`config.mk`:
```
export PLATFORM = sky130hd
export DESIGN_NAME = affine_transform_pipe_flat
export DESIGN_NICKNAME = d
export VERILOG_FILES = /design/src/rtl/affine_transform_pipe_if.sv /design/src/rtl/affine_transform_pipe.sv /design/src/flat_wrapper.sv
export SDC_FILE = /design/constraint.sdc
export NUM_CORES = 1
export LEC_CHECK = 0
export CELL_PAD_IN_SITES_DETAIL_PLACEMENT = 1
export CELL_PAD_IN_SITES_GLOBAL_PLACEMENT = 1
export CORE_MARGIN = 8
export CORE_UTILIZATION = 25
export DETAILED_ROUTE_END_ITERATION = 8
export GPL_TIMING_DRIVEN = 0
export PLACE_DENSITY = 0.56
export SLEW_MARGIN = 25
export SYNTH_ARGS = -nofsm -noshare
export SYNTH_HDL_FRONTEND = slang
export SYNTH_SLANG_ARGS = --single-unit
```
`constraint.sdc`:
```
create_clock -name clk -period 4.4 [get_ports clk]
set_input_delay 0.66 -clock clk [delete_from_list [all_inputs] [get_ports clk]]
set_output_delay 0.66 -clock clk [all_outputs]
set_load 0.01 [all_outputs]
```
`src/rtl/affine_transform_pipe_if.sv`:
```
// Beat-level handshake bundle for the S-box affine pipe: input beat, output beat, and the
// completed-beat counter.
interface affine_transform_pipe_if #(
    parameter int LANES = 4,
    parameter int CNT_W = 16
);
    logic                 in_valid;
    logic                 in_ready;
    logic [8*LANES-1:0]   in_data;
    logic                 in_encrypt;
    logic [LANES-1:0]     in_lane_en;
    logic                 out_valid;
    logic                 out_ready;
    logic [8*LANES-1:0]   out_data;
    logic                 out_encrypt;
    logic [CNT_W-1:0]     beat_count;

    modport slave (
        input  in_valid, in_data, in_encrypt, in_lane_en, out_ready,
        output in_ready, out_valid, out_data, out_encrypt, beat_count
    );

    modport master (
        output in_valid, in_data, in_encrypt, in_lane_en, out_ready,
        input  in_ready, out_valid, out_data, out_encrypt, beat_count
    );
endinterface

```
`src/rtl/affine_transform_pipe.sv`:
```
// Multi-lane elastic pipeline applying the AES S-box forward or inverse affine map per byte,
// with valid/ready flow control and a completed-beat counter.
module affine_lane (
    input  logic [7:0] b,
    input  logic       encrypt,
    input  logic       en,
    output logic [7:0] y
);
    logic [7:0] r1, r2, r3, r4, r6;

    assign r1 = {b[6:0], b[7]};
    assign r2 = {b[5:0], b[7:6]};
    assign r3 = {b[4:0], b[7:5]};
    assign r4 = {b[3:0], b[7:4]};
    assign r6 = {b[1:0], b[7:2]};

    // Gating happens after the constant so a disabled lane is a clean zero.
    always_comb begin
        y = '0;
        if (en) begin
            if (encrypt) y = b ^ r1 ^ r2 ^ r3 ^ r4 ^ 8'h63;
            else         y = r1 ^ r3 ^ r6 ^ 8'h05;
        end
    end
endmodule

module affine_transform_pipe #(
    parameter int LANES       = 4,
    parameter int PIPE_STAGES = 2,
    parameter int CNT_W       = 16
) (
    input logic                   clk,
    input logic                   reset,
    affine_transform_pipe_if.slave bus
);
    localparam int S = PIPE_STAGES;

    logic [LANES-1:0][7:0]         in_bytes;
    logic [LANES-1:0][7:0]         xf;
    logic [S-1:0][LANES-1:0][7:0]  data_pipe;
    logic [S-1:0]                  enc_pipe;
    logic [S-1:0]                  vld_pipe;
    logic [S-1:0]                  ld;
    logic                          full;
    logic [CNT_W-1:0]              cnt;

    assign in_bytes = bus.in_data;

    for (genvar l = 0; l < LANES; l++) begin : g_lane
        affine_lane u_lane (
            .b       (in_bytes[l]),
            .encrypt (bus.in_encrypt),
            .en      (bus.in_lane_en[l]),
            .y       (xf[l])
        );
    end

    // Stage k may load when downstream drains or some stage at or after k is empty.
    always_comb begin
        ld   = '0;
        full = 1'b1;
        for (int k = S - 1; k >= 0; k--) begin
            full  = full & vld_pipe[k];
            ld[k] = bus.out_ready | ~full;
        end
    end

    always_ff @(posedge clk or posedge reset) begin
        if (reset) begin
            vld_pipe  <= '0;
            data_pipe <= '0;
            enc_pipe  <= '0;
            cnt       <= '0;
        end else begin
            if (ld[0]) begin
                vld_pipe[0] <= bus.in_valid;
                if (bus.in_valid) begin
                    data_pipe[0] <= xf;
                    enc_pipe[0]  <= bus.in_encrypt;
                end
            end
            // Payload moves only with a valid beat, so idle stages keep their last value.
            for (int k = 1; k < S; k++) begin
                if (ld[k]) begin
                    vld_pipe[k] <= vld_pipe[k-1];
                    if (vld_pipe[k-1]) begin
                        data_pipe[k] <= data_pipe[k-1];
                        enc_pipe[k]  <= enc_pipe[k-1];
                    end
                end
            end
            if (vld_pipe[S-1] && bus.out_ready) cnt <= cnt + CNT_W'(1);
        end
    end

    assign bus.in_ready    = ld[0];
    assign bus.out_valid   = vld_pipe[S-1];
    assign bus.out_data    = data_pipe[S-1];
    assign bus.out_encrypt = enc_pipe[S-1];
    assign bus.beat_count  = cnt;
endmodule

```
`src/flat_wrapper.sv`:
```
// flat-port wrapper written by rule: the top's interface ports become plain ports
module affine_transform_pipe_flat 
#(
    parameter int LANES       = 4,
    parameter int PIPE_STAGES = 2,
    parameter int CNT_W       = 16
)
  (clk, reset, bus_in_valid, bus_in_data, bus_in_encrypt, bus_in_lane_en, bus_out_ready, bus_in_ready, bus_out_valid, bus_out_data, bus_out_encrypt, bus_beat_count);
  affine_transform_pipe_if #(.LANES(LANES), .CNT_W(CNT_W)) bus_i ();
  input logic clk;
  input logic reset;
  input wire logic [$bits(bus_i.in_valid)-1:0] bus_in_valid;
  input wire logic [$bits(bus_i.in_data)-1:0] bus_in_data;
  input wire logic [$bits(bus_i.in_encrypt)-1:0] bus_in_encrypt;
  input wire logic [$bits(bus_i.in_lane_en)-1:0] bus_in_lane_en;
  input wire logic [$bits(bus_i.out_ready)-1:0] bus_out_ready;
  output wire logic [$bits(bus_i.in_ready)-1:0] bus_in_ready;
  output wire logic [$bits(bus_i.out_valid)-1:0] bus_out_valid;
  output wire logic [$bits(bus_i.out_data)-1:0] bus_out_data;
  output wire logic [$bits(bus_i.out_encrypt)-1:0] bus_out_encrypt;
  output wire logic [$bits(bus_i.beat_count)-1:0] bus_beat_count;
  assign bus_i.in_valid = bus_in_valid;
  assign bus_i.in_data = bus_in_data;
  assign bus_i.in_encrypt = bus_in_encrypt;
  assign bus_i.in_lane_en = bus_in_lane_en;
  assign bus_i.out_ready = bus_out_ready;
  assign bus_in_ready = bus_i.in_ready;
  assign bus_out_valid = bus_i.out_valid;
  assign bus_out_data = bus_i.out_data;
  assign bus_out_encrypt = bus_i.out_encrypt;
  assign bus_beat_count = bus_i.beat_count;
  affine_transform_pipe #(.LANES(LANES), .PIPE_STAGES(PIPE_STAGES), .CNT_W(CNT_W)) u_core (.clk(clk), .reset(reset), .bus(bus_i));
endmodule
```
Yosys cells after proc, flatten, opt, wreduce, memory -nomap -nowiden
Cells that the tools add are included.
{"block": "word_totals", "register_bits": 84, "latch_bits": 0, "mem_bits_rw": 0, "romBits": 0, "wordCells": 62, "mem_count": 0}
{"block": "op_classes", "addsub": 1, "n_mul": 0, "div_mod_pow": 0, "order_cmp": 0, "eq_ne": 0, "n_shift": 0, "muxes": 8, "bitwise": 37, "reduce_logical": 3}
{"op": "XOR 8 bit", "n": 24}
{"op": "two-way mux 8 bit", "n": 8}
{"op": "adder 16 x 1 -> 16 bit, second input constant", "n": 1}
{"op": "NOT 4 bit", "n": 4}
{"op": "NOT 2 bit", "n": 4}
{"op": "AND reduction 2 bit", "n": 2}
{"op": "NOT 1 bit", "n": 2}
{"op": "bitwise OR 1 bit", "n": 2}
{"op": "bitwise AND 1 bit", "n": 1}
{"op": "logical AND 1 bit", "n": 1}

Depth between registers and ports, before layout
{"block": "logic_depth", "word_depth": 7, "mapped_depth": 6, "mapped_depth_nobuf": 4}

Modules after synthesis
Synthesis repeated with hierarchy kept, for this count alone.
{"block": "hier_totals", "hier_cells": 501, "area_unflattened_um2": 5799.3}
{"mod": "affine_transform_pipe", "instances": 1, "cells_each": 237, "area_each_um2": 3502.1, "seq_area_each_um2": 2102.0}
{"mod": "affine_lane", "instances": 4, "cells_each": 66, "area_each_um2": 574.3, "seq_area_each_um2": 0.0}

Worst setup path after synthesis
Ideal clock, no wire load.
{"block": "synth_timing", "path_kind": "input -> register", "start": "input bus_in_data[3]", "end": "register u_core.data_pipe[5] (netlist bit)", "setup_time_ns": 0.142, "t_arrival_ns": 1.628, "required_ns": 4.258, "slack_ns": 2.630, "path_stages": 4, "path_buffers": 0, "cell_sequence": "xnor2_1 -> xor3_1 -> a21oi_1 -> o221ai_1"}
{"block": "synth_between", "elab_chain_cells": 6}
{"item": "start: declaration", "line_no": "flat_wrapper.sv:13", "rtl": "input wire logic [$bits(bus_i.in_data)-1:0] bus_in_data;"}
{"item": "XOR 8 bit (3 in series)", "line_no": "affine_transform_pipe.sv:21", "rtl": "if (encrypt) y = b ^ r1 ^ r2 ^ r3 ^ r4 ^ 8'h63;"}
{"item": "NOT 4 bit (no line)"}
{"item": "two-way mux 8 bit", "line_no": "affine_transform_pipe.sv:21"}
{"item": "two-way mux 8 bit", "line_no": "affine_transform_pipe.sv:20", "rtl": "if (en) begin"}
{"item": "end signal: indexed assignment", "line_no": "affine_transform_pipe.sv:87", "rtl": "data_pipe[k] <= data_pipe[k-1];"}
{"item": "end: declaration", "line_no": "affine_transform_pipe.sv:40", "rtl": "logic [S-1:0][LANES-1:0][7:0] data_pipe;"}
No other way between the ends.
A chain may end at the register's enable or synchronous reset.

Final worst setup path
{"block": "layout_timing", "start": "input bus_out_ready", "end": "output bus_in_ready"}
{"block": "layout_between", "elab_chain_cells": 1}
{"item": "start: declaration", "line_no": "flat_wrapper.sv:16", "rtl": "input wire logic [$bits(bus_i.out_ready)-1:0] bus_out_ready;"}
{"item": "bitwise OR 1 bit", "line_no": "affine_transform_pipe.sv:64", "rtl": "ld[k] = bus.out_ready | ~full;"}
{"item": "end: declaration", "line_no": "flat_wrapper.sv:17", "rtl": "output wire logic [$bits(bus_i.in_ready)-1:0] bus_in_ready;"}
No other way between the ends.

==> impl_metrics.env <==
export IMPL_ir_drop_mv=0.203
export IMPL_seq_area_mm2=0.00210
export IMPL_setup_tns_ps=0
export IMPL_startpoint_type="primary input"
export IMPL_ys_flop_type="dfrtp_1"
export IMPL_ff2ff_path_depth=5
export IMPL_p_seq_share_pct=36.2
export IMPL_clock_latency_ps=350
export IMPL_fp_dieH_um=160
export IMPL_synth_cell_types=42
export IMPL_worstMarginPinSlew_ps=682
export IMPL_cts_resized=0
export IMPL_hold_path_startpoint="u_core.enc_pipe[0]$_DFFE_PP0P_"
export IMPL_drc_errors=0
export IMPL_clk_pin_slew_ps=60
export IMPL_p_sw_mw=0.815
export IMPL_multi_input_area_mm2=0.00271
export IMPL_finalCritPeriodShare_pct=62.1
export IMPL_area_delta_synth_final_pct=28.7
export IMPL_switching_share_pct=28.4
export IMPL_grt_start_max_net_pins=53
export IMPL_hold_buffers=0
export IMPL_clockBufferDepth=2
export IMPL_end_kind="output port"
export IMPL_report_final_slew_viol_count=0
export IMPL_rsz0062_at_grt="false"
export IMPL_vias_per_cell=4.51
export IMPL_r2r_setup_slack_ps=2430
export IMPL_ys_seq_elements=84
export IMPL_synth_cells_most_frequent="84 x dfrtp_1, 48 x xnor2_1, 36 x nand2_1"
export IMPL_grt_overflow=0
export IMPL_r2r_end="u_core.data_pipe[15]$_DFFE_PP0P_"
export IMPL_async_flop_share_pct=100
export IMPL_synthDominantCellAreaShare_pct=40.4
export IMPL_crit_fanout=5
export IMPL_skew_ps=6.96
export IMPL_maxCapViolCount=0
export IMPL_p_comb_share_pct=33.1
export IMPL_setup_viol=0
export IMPL_pre_cts_slack_ps=1580
export IMPL_yosysMostFrequentCell="dfrtp_1"
export IMPL_fill_cells=2296
export IMPL_port_buffers=78
export IMPL_r2r_start="u_core.vld_pipe[1]$_DFFE_PP0N_"
export IMPL_internal_power_mw=2.05
export IMPL_numCtsBuffers=9
export IMPL_synth_edf_count=0
export IMPL_cts_tree="done"
export IMPL_routed_wirelength_um=14400
export IMPL_pin_count=92
export IMPL_finalHoldViolations=0
export IMPL_htree_levels=3
export IMPL_final_nets=591
export IMPL_grtUsageTotal_pct=11.6
export IMPL_synth_fp_nets=501
export IMPL_synth_top_area_cell="dfrtp_1"
export IMPL_antenna_cells=0
export IMPL_hold_path_class="flip-flop to flip-flop"
export IMPL_row_count=52
export IMPL_p_leak_nw=2.92
export IMPL_p_per_area_mw_per_mm2=428
export IMPL_gp_routability_congestion=0.805
export IMPL_worstPathRequired_ps=3740
export IMPL_synthCells=459
export IMPL_whs_path_depth=2
export IMPL_yosysSeqAreaShare_pct=40.4
export IMPL_crit_type="primary input to output port"
export IMPL_slew_headroom_pct=54.6
export IMPL_detail_route_wl_per_cell_um=17.5
export IMPL_drive_gt1_share_pct=20.9
export IMPL_first_global_vias=4210
export IMPL_fp_dieW_um=160
export IMPL_whs_ps=480
export IMPL_grt_first_pass_wirelength_um=23800
export IMPL_synth_warnings=0
export IMPL_antenna_found_initial=0
export IMPL_coreArea_mm2=0.0203
export IMPL_syn_avg_cell_area_um2=11.3
export IMPL_num_vias=3716
export IMPL_fin_ws_ps=1670
export IMPL_hold_end="u_core.enc_pipe[0]$_DFFE_PP0P_"
export IMPL_hpwl_um=11000
export IMPL_clkPwrFrac_pct=30.7
export IMPL_post_cts_repair_setup_buffers=0
export IMPL_ant_nets=0
export IMPL_drtIter0Drc=142
export IMPL_cts_root_buffer="clkbuf_16"
export IMPL_arrival_ps=2070
export IMPL_first_pass_iters=4
export IMPL_layout_min_cycle_time_ps=2730
export IMPL_cts_sinks=84
export IMPL_start_util_pct=25.6
export IMPL_dieArea_mm2=0.0257
export IMPL_outcome="completed"
export IMPL_clock_fmax_mhz=366
export IMPL_syn_area_mm2=0.00520
export IMPL_ys_top_cells_by_area="dfrtp_1 40%, xnor2_1 8.1%, mux2_2 7.4%, xnor3_1 6.5%, buf_4 4.6%"
## placed cells by master, fill, tap and decap left out, types with 10 or more instances in the layout
cell / synthesis / routed
dfrtp_1: 84 / 84
clkdlybuf4s50_1: 0 / 78
xnor2_1: 48 / 48
nand2_1: 36 / 36
mux2_2: 34 / 34
buf_4: 32 / 32
nand3_1: 22 / 22
buf_2: 18 / 18
xor2_1: 16 / 16
xnor3_1: 15 / 15
o211ai_1: 13 / 13
a21oi_1: 11 / 11
nor2_1: 10 / 10
## layer usage
layer,vias to the layer above,GRT usage [%],part of all wire (%)
met5,-,0,0
met4,0,3.95,1.6
met3,16,2.83,4.5
met2,78,19.8,49
met1,1871,14.1,45
li1,1751,-,-
## flip-flops by register name, summed over array words and instances (netlist names)
signal	flops
u_core.bus.out_data	32
u_core.data_pipe	32
u_core.bus.beat_count	16
u_core.enc_pipe	2
u_core.vld_pipe	2
## worst max path at each step
stage | from | endpoint | depth (start not counted) | slack (ps)
floorplan | reset | u_core.bus.beat_count[0]$_DFFE_PP0P_ | 1 | 1570
global placement | reset | u_core.bus.out_data[22]$_DFFE_PP0P_ | 2 | 60
detailed placement | bus_out_ready | u_core.data_pipe[26]$_DFFE_PP0P_ | 6 | 1580
CTS | bus_out_ready | bus_in_ready | 3 | 1670
global route | bus_out_ready | bus_in_ready | 3 | 1610
finish | bus_out_ready | bus_in_ready | 3 | 1670
## stage by stage
stage	utilization (%)	area (um^2)	std cells	power [mW]
6_report	33.0	6690	824	2.87
5_1_grt	33.0	6690	824	3.03
4_1_cts	33.0	6690	824	2.92
3_5_place_dp	31.3	6350	808	2.02
3_3_place_gp	31.1	6320	807	2.00
2_1_floorplan	-	5200	459	1.61
## critical path, stage by stage
cell and delay (ps):
clkdlybuf4s50_1 550, nand3b_1 260, clkdlybuf4s50_1 600
## cell type report
cell class                 count  area share (%)
inverter                       4           0.299
timing repair buffer          79            12.1
multi-input combinational    310            40.5
tap                          270            5.05
clock buffer                  10            3.42
buffer                        61            5.59
sequential                    84            31.4
clock inverter                 6            1.68
## power by group through the flow
| stage | clock [mW] | combinational [mW] | sequential, mW |
|---|---|---|---|
| floorplan | 0 | 0.579 | 1.04 |
| global placement | 0 | 0.946 | 1.05 |
| detailed placement | 0 | 0.966 | 1.06 |
| CTS | 0.909 | 0.972 | 1.04 |
| global route | 0.938 | 1.03 | 1.06 |
| finish | 0.882 | 0.949 | 1.04 |
## kinds of logic after synthesis
| kind of cell | share of synthesized area [%] |
|---|---|
| AOI/OAI and AO/OA | 7.65 |
| xor gates and xnor gates | 25.1 |
| buffers and inverters | 7.48 |
| muxes | 8.52 |
| adders and majority gates | 0.241 |
| and+or+nand+nor | 10.6 |
| DFF | 40.4 |
(Power assumes the default switching activity.)
